File: src/rtl/serial_capture_pkg.sv
// Shared types and line-level constants for the serial word capture block.
//   state_e    : framing FSM states
//   IdleLevel  : line level between frames
//   StartLevel : level that opens a frame
//   StopLevel  : level that must close a frame
package serial_capture_pkg;

  typedef enum logic [1:0] {
    StIdle   = 2'd0,
    StData   = 2'd1,
    StParity = 2'd2,
    StStop   = 2'd3
  } state_e;

  localparam logic IdleLevel  = 1'b0;
  localparam logic StartLevel = 1'b1;
  localparam logic StopLevel  = 1'b0;

endpackage

File: src/rtl/serial_word_capture_if.sv
// Serial line in / parallel word out bundle for serial_word_capture.
//   sin        : serial line (bench/upstream -> capture)
//   dready     : consumer accepts dout
//   dout       : captured word, LSB = first data bit
//   dvalid     : dout holds an unconsumed word
//   frame_err  : one-cycle pulse, bad stop bit
//   parity_err : one-cycle pulse, parity mismatch
//   overrun    : one-cycle pulse, completed word dropped
// master drives the line and consumes words; slave is the capture block.
interface serial_word_capture_if #(
  parameter int unsigned Width = 8
);
  logic             sin;
  logic             dready;
  logic [Width-1:0] dout;
  logic             dvalid;
  logic             frame_err;
  logic             parity_err;
  logic             overrun;

  modport master (
    output sin, dready,
    input  dout, dvalid, frame_err, parity_err, overrun
  );

  modport slave (
    input  sin, dready,
    output dout, dvalid, frame_err, parity_err, overrun
  );
endinterface

File: src/rtl/sipo_shift.sv
// Width-bit serial-in parallel-out register. Shifts right so that after Width
// enabled cycles the first bit shifted in sits in bit 0.
//   clk_i  : clock
//   rst_ni : asynchronous active-low clear
//   en_i   : shift enable
//   d_i    : serial data in
//   q_o    : parallel contents
module sipo_shift #(
  parameter int unsigned Width = 8
) (
  input  logic             clk_i,
  input  logic             rst_ni,
  input  logic             en_i,
  input  logic             d_i,
  output logic [Width-1:0] q_o
);

  logic [Width-1:0] q_q, q_d;

  always_comb begin
    q_d = q_q;
    if (en_i) q_d = {d_i, q_q[Width-1:1]};
  end

  always_ff @(posedge clk_i or negedge rst_ni) begin
    if (!rst_ni) q_q <= '0;
    else         q_q <= q_d;
  end

  assign q_o = q_q;

endmodule

File: src/rtl/serial_word_capture.sv
// Frames a serial bitstream (idle 0, start 1, Width data bits LSB first,
// optional even parity, stop 0) into Width-bit words on a valid/ready output.
// Optional feature: define SERIAL_CAPTURE_PARITY_EN to add the parity bit and
// make parity_err live; otherwise parity_err is tied 0.
//   clk_i  : clock, line sampled on rising edge
//   clr_ni : asynchronous active-low reset
//   bus    : serial_word_capture_if slave (sin, dready in; dout, dvalid,
//            frame_err, parity_err, overrun out, all registered)
module serial_word_capture
  import serial_capture_pkg::*;
#(
  parameter int unsigned Width = 8
) (
  input  logic                   clk_i,
  input  logic                   clr_ni,
  serial_word_capture_if.slave   bus
);

  localparam int unsigned CntW = $clog2(Width);

  state_e            state_q, state_d;
  logic [CntW-1:0]   cnt_q, cnt_d;
  logic              last_bit;
  logic              shift_en;
  logic              load;
  logic              frame_err_set;
  logic              par_err_set;
  logic [Width-1:0]  word;

  logic [Width-1:0]  dout_q, dout_d;
  logic              dvalid_q, dvalid_d;
  logic              frame_err_q;
  logic              overrun_q, overrun_d;

`ifdef SERIAL_CAPTURE_PARITY_EN
  logic par_q, par_d;   // running even parity of the data bits
  logic bad_q, bad_d;   // parity mismatch seen in this frame
  logic parity_err_q;
`endif

  assign last_bit = (cnt_q == CntW'(Width - 1));

  sipo_shift #(
    .Width (Width)
  ) u_sipo (
    .clk_i  (clk_i),
    .rst_ni (clr_ni),
    .en_i   (shift_en),
    .d_i    (bus.sin),
    .q_o    (word)
  );

  // State register
  always_ff @(posedge clk_i or negedge clr_ni) begin
    if (!clr_ni) begin
      state_q <= StIdle;
      cnt_q   <= '0;
`ifdef SERIAL_CAPTURE_PARITY_EN
      par_q   <= 1'b0;
      bad_q   <= 1'b0;
`endif
    end else begin
      state_q <= state_d;
      cnt_q   <= cnt_d;
`ifdef SERIAL_CAPTURE_PARITY_EN
      par_q   <= par_d;
      bad_q   <= bad_d;
`endif
    end
  end

  // Next-state logic
  always_comb begin
    state_d = state_q;
    unique case (state_q)
      StIdle:   if (bus.sin == StartLevel) state_d = StData;
`ifdef SERIAL_CAPTURE_PARITY_EN
      StData:   if (last_bit) state_d = StParity;
      StParity: state_d = StStop;
`else
      StData:   if (last_bit) state_d = StStop;
`endif
      StStop:   state_d = StIdle;
      default:  state_d = StIdle;
    endcase
  end

  // Datapath control per state
  always_comb begin
    cnt_d         = cnt_q;
    shift_en      = 1'b0;
    load          = 1'b0;
    frame_err_set = 1'b0;
    par_err_set   = 1'b0;
`ifdef SERIAL_CAPTURE_PARITY_EN
    par_d         = par_q;
    bad_d         = bad_q;
`endif
    unique case (state_q)
      StIdle: begin
        // Counter only ever restarts here, so it is never free-running.
        cnt_d = '0;
`ifdef SERIAL_CAPTURE_PARITY_EN
        par_d = 1'b0;
        bad_d = 1'b0;
`endif
      end
      StData: begin
        shift_en = 1'b1;
        cnt_d    = cnt_q + 1'b1;
`ifdef SERIAL_CAPTURE_PARITY_EN
        par_d    = par_q ^ bus.sin;
`endif
      end
      StStop: begin
        frame_err_set = (bus.sin != StopLevel);
`ifdef SERIAL_CAPTURE_PARITY_EN
        par_err_set   = bad_q;
`endif
        load          = !frame_err_set && !par_err_set;
      end
      default: begin
`ifdef SERIAL_CAPTURE_PARITY_EN
        if (state_q == StParity) bad_d = (bus.sin != par_q);
`endif
      end
    endcase
  end

  // Output handshake: a new word may replace one that transfers on this edge.
  always_comb begin
    dout_d    = dout_q;
    dvalid_d  = dvalid_q;
    overrun_d = 1'b0;
    if (load) begin
      if (!dvalid_q || bus.dready) begin
        dout_d   = word;
        dvalid_d = 1'b1;
      end else begin
        overrun_d = 1'b1;
      end
    end else if (dvalid_q && bus.dready) begin
      dvalid_d = 1'b0;
    end
  end

  always_ff @(posedge clk_i or negedge clr_ni) begin
    if (!clr_ni) begin
      dout_q       <= '0;
      dvalid_q     <= 1'b0;
      frame_err_q  <= 1'b0;
      overrun_q    <= 1'b0;
`ifdef SERIAL_CAPTURE_PARITY_EN
      parity_err_q <= 1'b0;
`endif
    end else begin
      dout_q       <= dout_d;
      dvalid_q     <= dvalid_d;
      frame_err_q  <= frame_err_set;
      overrun_q    <= overrun_d;
`ifdef SERIAL_CAPTURE_PARITY_EN
      parity_err_q <= par_err_set;
`endif
    end
  end

  assign bus.dout      = dout_q;
  assign bus.dvalid    = dvalid_q;
  assign bus.frame_err = frame_err_q;
  assign bus.overrun   = overrun_q;
`ifdef SERIAL_CAPTURE_PARITY_EN
  assign bus.parity_err = parity_err_q;
`else
  assign bus.parity_err = 1'b0;
`endif

endmodule

File: src/flat_wrapper.sv
// flat-port wrapper written by rule: the top's interface ports become plain ports
module serial_word_capture_flat import serial_capture_pkg::*;
#(
  parameter int unsigned Width = 8
)
  (clk_i, clr_ni, bus_sin, bus_dready, bus_dout, bus_dvalid, bus_frame_err, bus_parity_err, bus_overrun);
  serial_word_capture_if #(.Width(Width)) bus_i ();
  input  logic clk_i;
  input  logic clr_ni;
  input wire logic [$bits(bus_i.sin)-1:0] bus_sin;
  input wire logic [$bits(bus_i.dready)-1:0] bus_dready;
  output wire logic [$bits(bus_i.dout)-1:0] bus_dout;
  output wire logic [$bits(bus_i.dvalid)-1:0] bus_dvalid;
  output wire logic [$bits(bus_i.frame_err)-1:0] bus_frame_err;
  output wire logic [$bits(bus_i.parity_err)-1:0] bus_parity_err;
  output wire logic [$bits(bus_i.overrun)-1:0] bus_overrun;
  assign bus_i.sin = bus_sin;
  assign bus_i.dready = bus_dready;
  assign bus_dout = bus_i.dout;
  assign bus_dvalid = bus_i.dvalid;
  assign bus_frame_err = bus_i.frame_err;
  assign bus_parity_err = bus_i.parity_err;
  assign bus_overrun = bus_i.overrun;
  serial_word_capture #(.Width(Width)) u_core (.clk_i(clk_i), .clr_ni(clr_ni), .bus(bus_i));
endmodule
File: config.mk
export PLATFORM = sky130hd
export DESIGN_NAME = serial_word_capture_flat
export DESIGN_NICKNAME = d
export VERILOG_FILES = /design/src/rtl/serial_capture_pkg.sv /design/src/rtl/serial_word_capture_if.sv /design/src/rtl/sipo_shift.sv /design/src/rtl/serial_word_capture.sv /design/src/flat_wrapper.sv
export SDC_FILE = /design/constraint.sdc
export NUM_CORES = 1
export LEC_CHECK = 0
export CAP_MARGIN = 0
export CORE_MARGIN = 2
export CORE_UTILIZATION = 40
export CTS_CLUSTER_SIZE = 8
export DETAILED_ROUTE_END_ITERATION = 7
export PLACE_DENSITY = 0.73
export SLEW_MARGIN = 30
export SYNTH_ARGS = -nofsm -noshare
export SYNTH_HDL_FRONTEND = slang
export SYNTH_SLANG_ARGS = --single-unit
File: constraint.sdc
create_clock -name clk_i -period 1.3 [get_ports clk_i]
set_clock_uncertainty 0.2 [all_clocks]
set_input_delay 0.195 -clock clk_i [delete_from_list [all_inputs] [get_ports clk_i]]
set_output_delay 0.195 -clock clk_i [all_outputs]
set_load 0.02 [all_outputs]
==> out/results.env <==
POWER.IR.VDD_WORST_V=0.00142
DIE_AREA_UM2=2810
ROUTED-VIA-COUNT=670
CTS.SINKS=24
CLOCKROOTBUFFER='sky130_fd_sc_hd__clkbuf_4'
DP.FINAL_HPWL_UM=1180
CTS_BUFFERS=3
CRIT_PATH_LAUNCH_TYPE='flip-flop'
ANTENNA_CELLS=0
PERIOD_SHARE_PCT=109
TRITONCTS='built'
INITIAL_UTILIZATION_PCT=43.1
BOUNDARYPINS=16
FLOORPLAN.ROWS=17
YS_WARN_COUNT=0
CRIT_PATH_TOP_DELAY_CELL='sky130_fd_sc_hd__dfrtp_2'
WIRELENGTH_UM=1760
SYNTH_AREA_LEADERS='sky130_fd_sc_hd__dfrtp_1, sky130_fd_sc_hd__mux2_4, sky130_fd_sc_hd__nand2_1'
UNREPAIRED_SETUP_ENDPOINTS_AFTER_GLOBAL_ROUTING='yes'
FINALWEIGHTEDCONGESTION=0.707
GLOBAL_ROUTE_WIRE_LENGTH_BEFORE_REPAIR_UM=2860
SYNTH_TOP_AREA_SHARE_PCT=62.4
CORE-AREA_UM2=2230
CRITICAL_PATH_ARRIVAL_NS=1.42
CLOCKBUFFERDEPTH=2
DIE_H_UM=53.0
CP.REQUIRED_NS=1.30
PORT-BUFFER-COUNT=14
DIE_W_UM=53.0
STATUS='finished, violations left'
HP-CLASS='input port to asynchronous set/reset pin'
CRIT_FAMILY='flip-flops'
SYNTH.NET_COUNT=84
DR.FIRST_ITER.DRC_COUNT=7
PIN_COUNT_OF_THE_BIGGEST_NET_ENTERING_GLOBAL_ROUTING=25
SYNTH_SEQ_CELLS=24
POWER_PER_CELL_AREA_nW_PER_UM2=2510
DRIVE_GT1_SHARE_PCT=53.9
SEQUENTIAL_ELEMENT_SHARE_OF_THE_SYNTHESIZED_AREA_PCT=62.4
CLK_PIN_SLEW_WORST_PATHS_NS=0.13
INITIAL_ANTENNA_VIOLATION_COUNT=0
GROUTE.USAGE.OVERALL_PCT=14.3
CTS_HTREE_LEVELS=1
CTSHOLDBUFFERS=0
TIMING.MAX_CAP.VIOLATIONS=0
VIAS_PER_CELL=4.69
POST-ROUTE-DRC-COUNT=0
ANT_NETS=0
FINAL-SEQ-AREA_UM2=602
POWER_LEAKAGE_nW=0.732
HOLD_VIOLATIONS=0
CRITPATHKIND='flip-flop to flip-flop'
TIMING.FMAX_MHz=705
FINAL_MAX_SLEW_VIOL_COUNT=0
NETLIST_INSTANCES=78
LARGEST_INCREMENTAL_DELAY_ON_THE_CRITICAL_PATH_NS=0.41
CP_CELL_SEQUENCE='nand2b_1 -> nor2b_4 -> buf_12 -> mux2_4'
YOSYSUNIQUECELLTYPES=17
FINAL_NETS=122
TIMING.CRITICAL_PATH.TO_TYPE='flip-flop'
OVERFLOW=0
CP_NUM_BUF_INV=1
SETUP_WS_NS=-0.119
WL_PER_CELL_UM=12.3
TOTAL_POWER_mW=3.55
NUMBER_OF_GLOBAL_ROUTE_VIAS_BEFORE_REPAIR=635
SYN_AREA_UM2=962
PERIOD_MINUS_SLACK_NS=1.42
FAILED_CHECKS='setup timing'
FILL_CELLS=175
SYNTH_AREA_PER_CELL_UM2=12.3
FINALCOREUTILIZATION_PCT=63.2
WORST_SKEW_PAIR.LATE_LATENCY_NS=0.31
MULTI_INPUT_COMB_AREA_UM2=407
SETUP_VIOLATIONS=19
DETAIL_ROUTE.FIRST_PASS.ITERATIONS=4
SYN_TO_FINAL_GROWTH_PCT=46.7
CRIT_PATH_MAX_FANOUT=8
SYNTH_LARGEST_AREA_CELL='sky130_fd_sc_hd__dfrtp_1'
-- metrics by stage --
| step | setup slack (ns) | instance area (um^2) | hold WS, ns | instances | TNS, ns |
|---|---|---|---|---|---|
| after CTS | -0.124 | 1310 | 0.0118 | 137 | -0.998 |
| after floorplan | -0.148 | 971 | -0.301 | 78 | -1.18 |
| final | -0.119 | 1410 | 0.0174 | 143 | -1.14 |
| after global placement | -0.455 | 1260 | 0.263 | 132 | -3.86 |
| after detailed placement | -0.466 | 1260 | 0.273 | 132 | -4.39 |
| after global routing | -0.169 | 1410 | 0.0000305 | 143 | -1.80 |
-- layer usage --
| layer | global-route usage [%] | vias up | share of wire, % | wire (um) |
|---|---|---|---|---|
| met5 | 0 | - | 0 | 0 |
| met4 | 6.41 | 0 | 0.74 | 13 |
| met3 | 3.39 | 2 | 4.0 | 70 |
| met2 | 23.3 | 10 | 52 | 909 |
| met1 | 18.0 | 334 | 43 | 761 |
| li1 | - | 324 | - | - |
-- placed cells by master, fill, tap and decap left out --
| master | n |
|---|---|
| sky130_fd_sc_hd__dfrtp_2 | 1 |
| sky130_fd_sc_hd__and2b_2 | 1 |
| sky130_fd_sc_hd__o21ai_1 | 1 |
| sky130_fd_sc_hd__nand2_2 | 8 |
| sky130_fd_sc_hd__nand2b_4 | 2 |
| sky130_fd_sc_hd__nand3b_4 | 1 |
| sky130_fd_sc_hd__nor2b_4 | 1 |
| sky130_fd_sc_hd__and2_4 | 1 |
| sky130_fd_sc_hd__clkdlybuf4s50_1 | 3 |
| sky130_fd_sc_hd__a22o_1 | 2 |
| sky130_fd_sc_hd__buf_2 | 7 |
| sky130_fd_sc_hd__and3_1 | 1 |
| sky130_fd_sc_hd__ha_2 | 1 |
| sky130_fd_sc_hd__mux2_4 | 8 |
| sky130_fd_sc_hd__bufinv_16 | 1 |
| sky130_fd_sc_hd__buf_4 | 16 |
| sky130_fd_sc_hd__nor2_1 | 3 |
| sky130_fd_sc_hd__dfrtp_1 | 23 |
| sky130_fd_sc_hd__nand2_1 | 18 |
| sky130_fd_sc_hd__nand2b_1 | 1 |
| sky130_fd_sc_hd__clkbuf_4 | 3 |
| sky130_fd_sc_hd__conb_1 | 1 |
| sky130_fd_sc_hd__buf_12 | 2 |
| sky130_fd_sc_hd__buf_6 | 8 |
| sky130_fd_sc_hd__ha_4 | 1 |
-- state kept, by name, summed over array words and instances (netlist names) --
name / count
u_core.bus.frame_err: 1
u_core.bus.dout: 8
u_core.bus.dvalid: 1
u_core.u_sipo.q_o: 8
u_core.cnt_q: 3
u_core.bus.overrun: 1
u_core.state_q: 2
-- cells in the mapped netlist, drive strengths merged --
cell type / number
a22o: 2
and2: 1
and2b: 1
and3: 1
buf: 4
conb: 1
dfrtp: 24
ha: 2
mux2: 8
nand2: 26
nand2b: 2
nand3b: 1
nor2: 3
nor2b: 1
o21ai: 1
-- final cells by class --
type                       count  area share [%]
tap                           28            2.48
multi-input combinational     51            28.8
timing repair buffer          36            22.3
clock inverter                 1            2.13
sequential                    24            42.6
clock buffer                   3            1.60
-- final timing paths --
path | from | to | slack, ns | cells after the start
worst max-delay path | u_core.bus.dvalid | u_core.bus.dout[0] | -0.12 | 4
worst min-delay path | clr_ni | u_core.bus.dout[2] | 0.02 | 2
worst max register to register | u_core.bus.dvalid | u_core.bus.dout[0] | -0.12 | 4
worst min register to register | u_core.u_sipo.q_o[0] | u_core.u_sipo.q_o[0] | 0.29 | 2
max in group asynchronous | clr_ni | u_core.bus.dvalid | 0.72 | 2
min in group clk_i | u_core.u_sipo.q_o[0] | u_core.u_sipo.q_o[0] | 0.29 | 2
-- logic make-up after synthesis --
kind of cell / count (synthesis) / share of synthesized area (%)
other cells: 1 / 0.390
simple gates: 36 / 16.8
mux: 8 / 12.5
compound gates: 3 / 2.34
flops: 24 / 62.4
fa+ha+maj: 2 / 2.60
buf+inv: 4 / 2.99
-- timing repair --
action                     in CTS  in global routing
resized for setup              53                 19
buffers inserted                1                  5
hold endpoints to repair        0                  0
gates cloned                    0                  1
pin swaps                       3                 11
setup endpoints to repair      31                 26
-- power breakdown --
part	switching (mW)	internal (mW)	total (mW)
clock network	0.211	0.311	0.523
logic	0.730	0.975	1.71
registers	0.248	1.07	1.32
No activity file was read; power rests on OpenSTA's default activity.
